[src/rtl/blink_sequencer.sv]
`timescale 1ns/1ps
// blink_sequencer
//   Command-driven blink controller. A pattern command (on-time, off-time,
//   repeat count) is taken over a valid/ready handshake. The block then drives
//   the registered blink line through the requested number of on/off pulses.
//   When the pattern finishes, it returns to idle with a one-cycle done pulse.
//   A repeat count of 0 runs the pattern until abort or reset.
//
// Ports
//   clk, rst         clock (rising edge), asynchronous active-high reset
//   cmd_valid/ready  command handshake; ready = idle && !abort
//   cmd_on_cycles    high-phase length in cycles (0 treated as 1)
//   cmd_off_cycles   low-phase length in cycles (0 treated as 1)
//   cmd_repeat       pulse count (0 = continuous)
//   abort            stop the current pattern on the next edge, no done
//   blink            registered blink output
//   busy             pattern in progress
//   done             one-cycle pulse on normal completion
//   pulse_cnt        completed pulses of the current or last command
module blink_sequencer #(
  parameter int CNT_W = 16,
  parameter int REP_W = 8
) (
  input  logic             clk,
  input  logic             rst,
  input  logic             cmd_valid,
  output logic             cmd_ready,
  input  logic [CNT_W-1:0] cmd_on_cycles,
  input  logic [CNT_W-1:0] cmd_off_cycles,
  input  logic [REP_W-1:0] cmd_repeat,
  input  logic             abort,
  output logic             blink,
  output logic             busy,
  output logic             done,
  output logic [REP_W-1:0] pulse_cnt
);

  typedef enum logic [1:0] {
    IDLE = 2'd0,
    ON   = 2'd1,
    OFF  = 2'd2
  } state_t;

  state_t           state;
  logic [CNT_W-1:0] phase_cnt;
  logic [CNT_W-1:0] on_len;
  logic [CNT_W-1:0] off_len;
  logic [REP_W-1:0] rep;
  logic [CNT_W-1:0] on_clamp;
  logic [CNT_W-1:0] off_clamp;
  logic [REP_W-1:0] pulse_next;
  logic             accept;

  // A zero-length phase is stretched to one cycle so the FSM always advances.
  function automatic logic [CNT_W-1:0] clamp_len(input logic [CNT_W-1:0] len);
    return (len == '0) ? CNT_W'(1) : len;
  endfunction

  // Abort blocks acceptance even in idle, so it wins over a simultaneous command.
  assign cmd_ready  = (state == IDLE) && !abort;
  assign accept     = cmd_valid && cmd_ready;
  assign on_clamp   = clamp_len(cmd_on_cycles);
  assign off_clamp  = clamp_len(cmd_off_cycles);
  assign pulse_next = pulse_cnt + REP_W'(1);

  // Latched pattern parameters: written only on accept, stable for the whole pattern.
  always_ff @(posedge clk) begin
    if (accept) begin
      on_len  <= on_clamp;
      off_len <= off_clamp;
      rep     <= cmd_repeat;
    end
  end

  // Control FSM with registered outputs
  always_ff @(posedge clk or posedge rst) begin
    if (rst) begin
      state     <= IDLE;
      phase_cnt <= '0;
      blink     <= 1'b0;
      busy      <= 1'b0;
      done      <= 1'b0;
      pulse_cnt <= '0;
    end else begin
      done <= 1'b0;
      case (state)
        IDLE: begin
          if (accept) begin
            phase_cnt <= on_clamp - CNT_W'(1);
            pulse_cnt <= '0;
            blink     <= 1'b1;
            busy      <= 1'b1;
            state     <= ON;
          end
        end
        ON: begin
          if (abort) begin
            blink <= 1'b0;
            busy  <= 1'b0;
            state <= IDLE;
          end else if (phase_cnt == '0) begin
            phase_cnt <= off_len - CNT_W'(1);
            blink     <= 1'b0;
            state     <= OFF;
          end else begin
            phase_cnt <= phase_cnt - CNT_W'(1);
          end
        end
        OFF: begin
          if (phase_cnt == '0) begin
            // The pulse is counted even if abort arrives on this very edge.
            pulse_cnt <= pulse_next;
            if (abort) begin
              busy  <= 1'b0;
              state <= IDLE;
            end else if ((rep != '0) && (pulse_next == rep)) begin
              busy  <= 1'b0;
              done  <= 1'b1;
              state <= IDLE;
            end else begin
              phase_cnt <= on_len - CNT_W'(1);
              blink     <= 1'b1;
              state     <= ON;
            end
          end else if (abort) begin
            busy  <= 1'b0;
            state <= IDLE;
          end else begin
            phase_cnt <= phase_cnt - CNT_W'(1);
          end
        end
        default: begin
          blink <= 1'b0;
          busy  <= 1'b0;
          state <= IDLE;
        end
      endcase
    end
  end

endmodule

[config.mk]
export PLATFORM = sky130hd
export DESIGN_NAME = blink_sequencer
export DESIGN_NICKNAME = d
export VERILOG_FILES = /design/src/rtl/blink_sequencer.sv
export SDC_FILE = /design/constraint.sdc
export NUM_CORES = 1
export LEC_CHECK = 0
export CAP_MARGIN = 20
export CORE_MARGIN = 2
export CORE_UTILIZATION = 55
export DETAILED_ROUTE_END_ITERATION = 12
export PLACE_DENSITY = 0.89
export SYNTH_ARGS = -nofsm -noshare
export SYNTH_HDL_FRONTEND = slang
export SYNTH_SLANG_ARGS = --single-unit
[constraint.sdc]
create_clock -name clk -period 2.95 [get_ports clk]
set_input_delay 0.4425 -clock clk [delete_from_list [all_inputs] [get_ports clk]]
set_output_delay 0.4425 -clock clk [all_outputs]
set_load 0.03 [all_outputs]
==> results of run 1 <==
==> cells by family after synthesis <==
family,count (synthesis),synth area share
mux,4,0.01055
flops,69,0.4061
compound gates,125,0.1941
xor+xnor,52,0.09599
buf+inv,69,0.06171
simple gates,171,0.2025
fa+ha+maj,11,0.02901
==> worst max-delay path by stage <==
stage,to,slack (ns),from
after floorplan,phase_cnt[14],0.22,cmd_on_cycles[8]
after global placement,phase_cnt[14],-0.24,cmd_on_cycles[8]
after detailed placement,phase_cnt[14],-0.34,cmd_on_cycles[5]
after CTS,phase_cnt[14],0.02,cmd_on_cycles[5]
after global routing,phase_cnt[14],-0.03,cmd_on_cycles[11]
final,phase_cnt[14],0.08,cmd_on_cycles[5]
==> metrics by stage <==
stage	util	instance area, um^2	setup slack [ns]
6_report	0.6989	5801	0.08455
4_1_cts	0.6950	5768	0.01568
3_5_place_dp	0.6676	5540	-0.3418
5_1_grt	0.6989	5801	-0.02675
2_1_floorplan	-	4745	0.2217
3_3_place_gp	0.6676	5540	-0.2351
==> cell usage in the layout (no fill, tap or decap), types with 4 or more instances in the layout <==
cell and n:
sky130_fd_sc_hd__nor2b_1 7, sky130_fd_sc_hd__buf_4 44, sky130_fd_sc_hd__ha_1 11, sky130_fd_sc_hd__nand2b_1 5, sky130_fd_sc_hd__nor2_1 27, sky130_fd_sc_hd__a211oi_1 4
sky130_fd_sc_hd__o21ai_1 4, sky130_fd_sc_hd__o221ai_1 4, sky130_fd_sc_hd__or3_1 5, sky130_fd_sc_hd__nand3_1 13, sky130_fd_sc_hd__xnor2_1 27, sky130_fd_sc_hd__a21oi_2 6
sky130_fd_sc_hd__nor4_1 13, sky130_fd_sc_hd__o21ai_2 4, sky130_fd_sc_hd__edfxtp_1 40, sky130_fd_sc_hd__o31ai_1 4, sky130_fd_sc_hd__nand2_1 38, sky130_fd_sc_hd__o21ai_0 28
sky130_fd_sc_hd__a31oi_1 7, sky130_fd_sc_hd__a21oi_1 18, sky130_fd_sc_hd__nor3b_1 5, sky130_fd_sc_hd__nand4_1 6, sky130_fd_sc_hd__nor2_2 6, sky130_fd_sc_hd__xor2_1 25
sky130_fd_sc_hd__clkdlybuf4s50_1 55, sky130_fd_sc_hd__a22oi_1 7, sky130_fd_sc_hd__dfrtp_1 29, sky130_fd_sc_hd__nor3_1 18, sky130_fd_sc_hd__inv_1 20, sky130_fd_sc_hd__clkbuf_8 9
sky130_fd_sc_hd__a22o_1 5
==> layout make-up <==
cell class              count  share of cell area
inverters                  20             0.01294
flip-flops and latches     69              0.3322
clock buffers               9             0.02135
repair buffers            100              0.1544
multi-input cells         363              0.4396
well taps                 105             0.02265
clock inverters             7             0.01682
==> sequential cells by signal, summed over array words and instances, names as in the netlist <==
register / cells
pulse_cnt: 8
blink: 1
off_len: 16
state: 2
phase_cnt: 16
done: 1
busy: 1
on_len: 16
rep: 8
==> power groups by stage <==
stage	combinational [mW]	sequential (mW)	clock, mW
finish	2.25	1.50	0.880
global route	2.41	1.52	0.935
CTS	2.16	1.49	0.887
detailed placement	2.13	1.51	0
global placement	2.06	1.49	0
floorplan	1.57	1.48	0
==> worst reg2reg max path: cells and delay by family, from the launching register on <==
kind | cells | cell delay (ns)
compound gates | 4 | 0.73
buf+inv | 1 | 0.30
flops | 1 | 0.45
simple gates | 3 | 1.17
==> metal layers <==
metal,track usage,wire (um),vias to the layer above
li1,-,-,1957
met3,0.04480,1194,65
met1,0.3515,4956,2045
met2,0.4594,6258,297
met4,0.1365,641,0
met5,0,0,-
==> impl_summary.log, run 1 <==
[metrics] worst hold slack across all endpoints: 0.4673 ns
[metrics] portion of synthesized cell area occupied by the leading cell type: 0.2532
[metrics] total global routing overflow: 0
[metrics] Req. time, crit path: 3.24 ns
[metrics] number of flops mapped to enable cells by yosys: 40
[metrics] standby leakage power: 2.100 nW
[metrics] share of async-settable or async-resettable flops after synthesis: 0.4203
[metrics] setup slack, reg-to-reg: 0.18 ns
[metrics] Worst Reg2Reg Path Length in Cells: 8
[metrics] net count reported at finish: slightly above 600
[metrics] dominant cells by area after synthesis: sky130_fd_sc_hd__edfxtp_1, sky130_fd_sc_hd__dfrtp_1, sky130_fd_sc_hd__xnor2_1
[metrics] gate count after technology mapping: 501
[metrics] number of vias in the routed layout: 4364
[metrics] number of port buffers: 55
[metrics] Yosys Warn Count: 0
[metrics] Root Driver: sky130_fd_sc_hd__clkbuf_8
[metrics] count of instances resized after the clock tree is built: 1
[metrics] final-report max-slew violation count: 0
[metrics] worst max-slew margin expressed relative to the limit: 0.5352
[metrics] arrival time at the worst endpoint: between 3 and 4 ns
[metrics] initial antenna violation count: 0
[metrics] switching power share of the total: 0.4258
[metrics] Final Hold Violating Endpoints: 0
[metrics] Startpoint Class: primary input
[metrics] Pre-Repair DR Iteration Count: 5
[metrics] antenna-violating nets left: 0
[metrics] count of non-filler cells in the finished layout: 673
[metrics] Post-Syn Area per Cell: between 9 and 10 um^2
[metrics] total net switching power: 1.975 mW
[metrics] CP Class: primary input to flip-flop
[metrics] Total Negative Setup Slacks: 0 ns
[metrics] type of the most critical hold path: primary input to asynchronous set/reset pin
[metrics] standard-cell row count: 33
[metrics] post-route total power: 4.637 mW
[metrics] register area: approximately 1900 um^2
[metrics] CTS Hold Bufs: 0
[metrics] Chip Height: 96.88 um
[metrics] gate family responsible for the most delay along the worst path: simple AND/OR/NAND/NOR gates
[metrics] Via density: ~6.5
[metrics] wire length of the first global-routing pass: approximately 21 mm
[metrics] fraction of final layout cells sized beyond drive strength 1: 0.1831
[metrics] Clk network pwr share: 0.190
[metrics] most prevalent standard cell on the critical path: sky130_fd_sc_hd__a21oi_2
[metrics] critical path, cell by cell: clkdlybuf4s50_1 -> or3_1 -> nor3_2 -> a21oi_2 -> ha_1 -> or4b_2 -> or2_2 -> nor4_4 -> xor2_1 -> a2bb2oi_1 -> a21oi_2
[metrics] number of primary I/O pins: 56
[metrics] post-CTS clock slew at the launch and capture registers of the worst setup and hold paths: 0.08 ns
[metrics] highest achievable clock rate: 349.0 MHz
[metrics] growth of design area from synthesis to finish: 22.26%
[metrics] maximum number of pins on one net before global-route repair: 41
[metrics] number of buffers between clock root and the deepest sink: 2
[metrics] post-synthesis net count: 556
[metrics] fillers: roughly 570
[metrics] Flop pwr share: 0.324
[metrics] Max IR drop VDD: 429.7 uV
[metrics] Skew-Pair Late Insertion Delay: 0.36 ns
[metrics] post-detailed-route wirelength per cell: 19.39 um
[metrics] final period demand of the worst path: 2.865 ns
[metrics] H-tree depth: 3
[metrics] Max Clock Skew: 0.009628 ns
[metrics] CTS sink count: 69
[metrics] Final Routed Wirelength: 13.05 mm
[metrics] TritonCTS buffer count: 9
[metrics] CTS tree: built
[metrics] total setup buffers inserted after CTS: 0
[metrics] #FFs+latches synth: 69
[metrics] reg-to-reg critical path endpoint: phase_cnt[14]
[metrics] total routing resource utilization after global routing: 0.2768
[metrics] most used standard cells in the synthesized netlist: sky130_fd_sc_hd__edfxtp_1, sky130_fd_sc_hd__clkbuf_1, sky130_fd_sc_hd__nand2_1
[metrics] portion of the clock cycle consumed by the worst path in the final layout: 0.9713
[metrics] # Max-Cap Violations: 0
[metrics] Main synth FF type: sky130_fd_sc_hd__edfxtp_1
[metrics] initial cell density of the core: 0.5717
[metrics] vias in the first global route: 4262
[metrics] Worst path depth: 11
[metrics] drt first-iter violations: 509
[metrics] largest area contributor in the netlist: sky130_fd_sc_hd__edfxtp_1
[metrics] area of the placeable core: 8299 um^2
[metrics] Least-Margin Pin Slew: 0.6926 ns
[metrics] Die X-Extent: 96.88 um
[metrics] highest net fanout along the worst path: 4
[metrics] Logic pwr share: 0.486
[metrics] part of the Yosys area used for sequential elements: 0.4061
[metrics] Reg-to-Reg Start: phase_cnt[7]
[metrics] Die Outline Area: 9386 um^2
[metrics] Setup-failing EPs final: 0
[metrics] endpoint class of the critical path: flip-flop
[metrics] outcome: finished clean
[metrics] netlist area before placement: 4745 um^2
[metrics] power density normalized to cell area: 799.5 nW/um^2
[metrics] number of unique standard cell types used by synthesis: 72
[metrics] detailed-placement wirelength estimate: 9.321 mm
[metrics] internal power of the cells: 2.663 mW
[metrics] Buf+Inv Stages, Crit Path: 1
[metrics] number of cells in the design after placement: 656
[metrics] library cell with the highest instance count after synthesis: sky130_fd_sc_hd__edfxtp_1
[metrics] area of the multi-input gates: between 2000 and 3000 um^2
[metrics] routability cong.: 0.9372
[metrics] largest stage delay on the critical path: roughly 0.59 ns
[metrics] highest-delay cell along the critical path: sky130_fd_sc_hd__or4b_2
[metrics] DRC errors left: 0
[metrics] count of inserted antenna diode cells: 0
No activity file was read; power rests on OpenSTA's default activity.
==> inputs of run 2 (changes only) <==
SLEW_MARGIN = 20   (was not set)
==> run 2 against run 1 <==
  * Via count up 0.94%
  * Sequential power about the same
  * Worst setup slack worse by 0.016 ns
  * Count of clock-buffer cells in the layout unchanged
  * Total power down 0.10%
  * First-iteration DRC count up 18%
  * Maximum frequency down 0.57%
  * Sequential cell count unchanged
  * Sequential share of layout area about the same
  * Wire length up 0.32%
  * Core utilization about the same
==> impl_summary.log, run 2 (synthesized netlist as in run 1, its figures left out) <==
[metrics] worst max-slew margin expressed relative to the limit: 0.5430 (+0.007874)
[metrics] final period demand of the worst path: 2.882 ns (+0.01642 ns)
[metrics] arrival time at the worst endpoint: 3.17 ns (+0.02 ns)
[metrics] CTS sink count: 69 (unchanged)
[metrics] fillers: 566 (-0.88%)
[metrics] number of primary I/O pins: 56 (unchanged)
[metrics] most frequent standard cell in the layout excluding fill and tap cells: sky130_fd_sc_hd__clkdlybuf4s50_1
[metrics] switching power share of the total: 0.4267 (+0.0009429)
[metrics] number of cells in the design after placement: 656 (unchanged)
[metrics] Skew-Pair Late Insertion Delay: 0.36 ns (about the same)
[metrics] Root Driver: sky130_fd_sc_hd__clkbuf_8
[metrics] total cell area at the placement stage: 5540 um^2 (unchanged)
[metrics] internal power of the cells: 2.656 mW (-0.27%)
[metrics] initial antenna violation count: 0 (unchanged)
[metrics] count of non-filler cells in the finished layout: 673 (unchanged)
[metrics] worst hold slack across all endpoints: 0.4587 ns (-0.008635 ns)
[metrics] antenna-violating nets left: 0 (unchanged)
[metrics] Least-Margin Pin Slew: 0.6809 ns (-0.01173 ns)
[metrics] Die X-Extent: 96.88 um (unchanged)
[metrics] CP Class: primary input to flip-flop
[metrics] DRC errors left: 0 (unchanged)
[metrics] Die Outline Area: 9386 um^2 (unchanged)
[metrics] wire length of the first global-routing pass: 21.02 mm (unchanged)
[metrics] initial cell density of the core: 0.5717 (unchanged)
[metrics] number of buffers between clock root and the deepest sink: 2 (unchanged)
[metrics] final cell area excluding filler cells: 5797 um^2 (about the same)
[metrics] Pre-Repair DR Iteration Count: 5 (unchanged)
[metrics] most prevalent standard cell on the critical path: sky130_fd_sc_hd__a21oi_2
[metrics] growth of design area from synthesis to finish: 22.18% (about the same)
[metrics] H-tree depth: 3 (unchanged)
[metrics] CTS tree: built
[metrics] Final Hold Violating Endpoints: 0 (unchanged)
[metrics] routability cong.: 0.9372 (unchanged)
[metrics] Clk network pwr share: 0.192 (+0.002)
[metrics] Logic pwr share: 0.484 (-0.002)
[metrics] vias in the first global route: 4262 (unchanged)
[metrics] Max IR drop VDD: 427.3 uV (-0.57%)
[metrics] total routing resource utilization after global routing: 0.2768 (unchanged)
[metrics] Flop pwr share: 0.324 (about the same)
[metrics] drt first-iter violations: 601 (+18%)
[metrics] critical path, cell by cell: clkdlybuf4s50_1 -> or3_1 -> nor3_2 -> a21oi_2 -> ha_1 -> or4b_2 -> or2_2 -> nor4_4 -> xor2_1 -> a2bb2oi_1 -> a21oi_2
[metrics] total global routing overflow: 0 (unchanged)
[metrics] net count reported at finish: 618 (unchanged)
[metrics] highest-delay cell along the critical path: sky130_fd_sc_hd__or4b_2
[metrics] highest achievable clock rate: 347.0 MHz (-0.57%)
[metrics] # Max-Cap Violations: 0 (unchanged)
[metrics] PnR worst setup slack: 0.06813 ns (-0.01642 ns)
[metrics] type of the most critical hold path: primary input to asynchronous set/reset pin
[metrics] maximum number of pins on one net before global-route repair: 41 (unchanged)
[metrics] endpoint class of the critical path: flip-flop
[metrics] number of vias in the routed layout: 4405 (+0.94%)
[metrics] Startpoint Class: primary input
[metrics] Chip Height: 96.88 um (unchanged)
[metrics] Via density: 6.545 (+0.94%)
[metrics] detailed-placement wirelength estimate: 9.321 mm (unchanged)
[metrics] setup slack, reg-to-reg: 0.13 ns (-0.05 ns)
[metrics] worst slack, placed: -0.3418 ns (unchanged)
[metrics] number of port buffers: 55 (unchanged)
[metrics] utilization of the core after routing: 0.6985 (about the same)
[metrics] area of the placeable core: 8299 um^2 (unchanged)
[metrics] power density normalized to cell area: 799.2 nW/um^2 (about the same)
[metrics] post-detailed-route wirelength per cell: 19.45 um (+0.32%)
[metrics] Max Clock Skew: 0.01101 ns (+0.001387 ns)
[metrics] standard-cell row count: 33 (unchanged)
[metrics] top library cells by usage in the layout, fill and taps aside: sky130_fd_sc_hd__clkdlybuf4s50_1, sky130_fd_sc_hd__buf_4, sky130_fd_sc_hd__edfxtp_1, sky130_fd_sc_hd__nand2_1, sky130_fd_sc_hd__dfrtp_1
[metrics] register area: 1927 um^2 (unchanged)
[metrics] fraction of final layout cells sized beyond drive strength 1: 0.1831 (unchanged)
[metrics] outcome: finished clean
[metrics] largest stage delay on the critical path: 0.60 ns (about the same)
[metrics] standby leakage power: 2.098 nW (about the same)
[metrics] highest net fanout along the worst path: 4 (unchanged)
[metrics] TritonCTS buffer count: 9 (unchanged)
[metrics] final-report max-slew violation count: 0 (unchanged)
[metrics] area of the multi-input gates: 2550 um^2 (unchanged)
[metrics] count of inserted antenna diode cells: 0 (unchanged)
[metrics] portion of the clock cycle consumed by the worst path in the final layout: 0.9769 (+0.005566)
[metrics] total net switching power: 1.977 mW (+0.12%)
[metrics] Final Routed Wirelength: 13.09 mm (+0.32%)
[metrics] Regs by FF count: off_len x16, on_len x16, phase_cnt x16
[metrics] Req. time, crit path: 3.24 ns (about the same)
[metrics] post-CTS clock slew at the launch and capture registers of the worst setup and hold paths: 0.08 ns (about the same)
[metrics] total setup buffers inserted after CTS: 0 (unchanged)
[metrics] Setup-failing EPs final: 0 (unchanged)
[run 2: critical path, delay by kind of cell]
| family | cells | cell delay (ns) |
|---|---|---|
| adders and majority gates | 1 | 0.19 |
| xor gates and xnor gates | 1 | 0.21 |
| and+or+nand+nor | 5 | 1.40 |
| buffers and inverters | 1 | 0.48 |
| AOI/OAI and AO/OA | 3 | 0.45 |
[run 2: power by group through the flow]
stage	Combinational [mW]	Clock, mW	Sequential (mW)
detailed placement	2.13	0	1.51
finish	2.24	0.890	1.50
CTS	2.16	0.887	1.49
global placement	2.06	0	1.49
floorplan	1.57	0	1.48
global route	2.40	0.935	1.52
[run 2: cell type report]
class / instances / share of cell area
clock inverters: 7 / 0.01684
multi-input cells: 363 / 0.4399
well taps: 105 / 0.02266
flip-flops and latches: 69 / 0.3324
clock buffers: 9 / 0.02137
repair buffers: 100 / 0.1539
inverters: 20 / 0.01295
[run 2: stage by stage]
stage | TNS, ns | power [mW]
finish | 0 | 4.633
global route | -0.03884 | 4.859
CTS | 0 | 4.533
detailed placement | -1.268 | 3.637
global placement | -0.8515 | 3.555
floorplan | 0 | 3.046
[run 2: worst paths after layout]
kind                             startpoint  cells past startpoint       endpoint
max                        cmd_on_cycles[5]                     11  phase_cnt[14]
min                                     rst                      3   phase_cnt[0]
max reg2reg                    phase_cnt[7]                      8  phase_cnt[14]
min reg2reg                           blink                      2          blink
max in group asynchronous               rst                      3   phase_cnt[9]
min in group clk                      blink                      2          blink
[run 2: metal layers]
layer / vias to the layer above / part of all wire / GRT usage
li1: 1959 / - / -
met1: 2085 / 0.38 / 0.3515
met2: 306 / 0.48 / 0.4594
met3: 55 / 0.092 / 0.04480
met4: 0 / 0.047 / 0.1365
met5: - / 0 / 0
[run 2: timing repair]
item,in CTS,in global routing
hold buffers,0,0
resized for setup,1,3
endpoints found under the setup margin,1,4
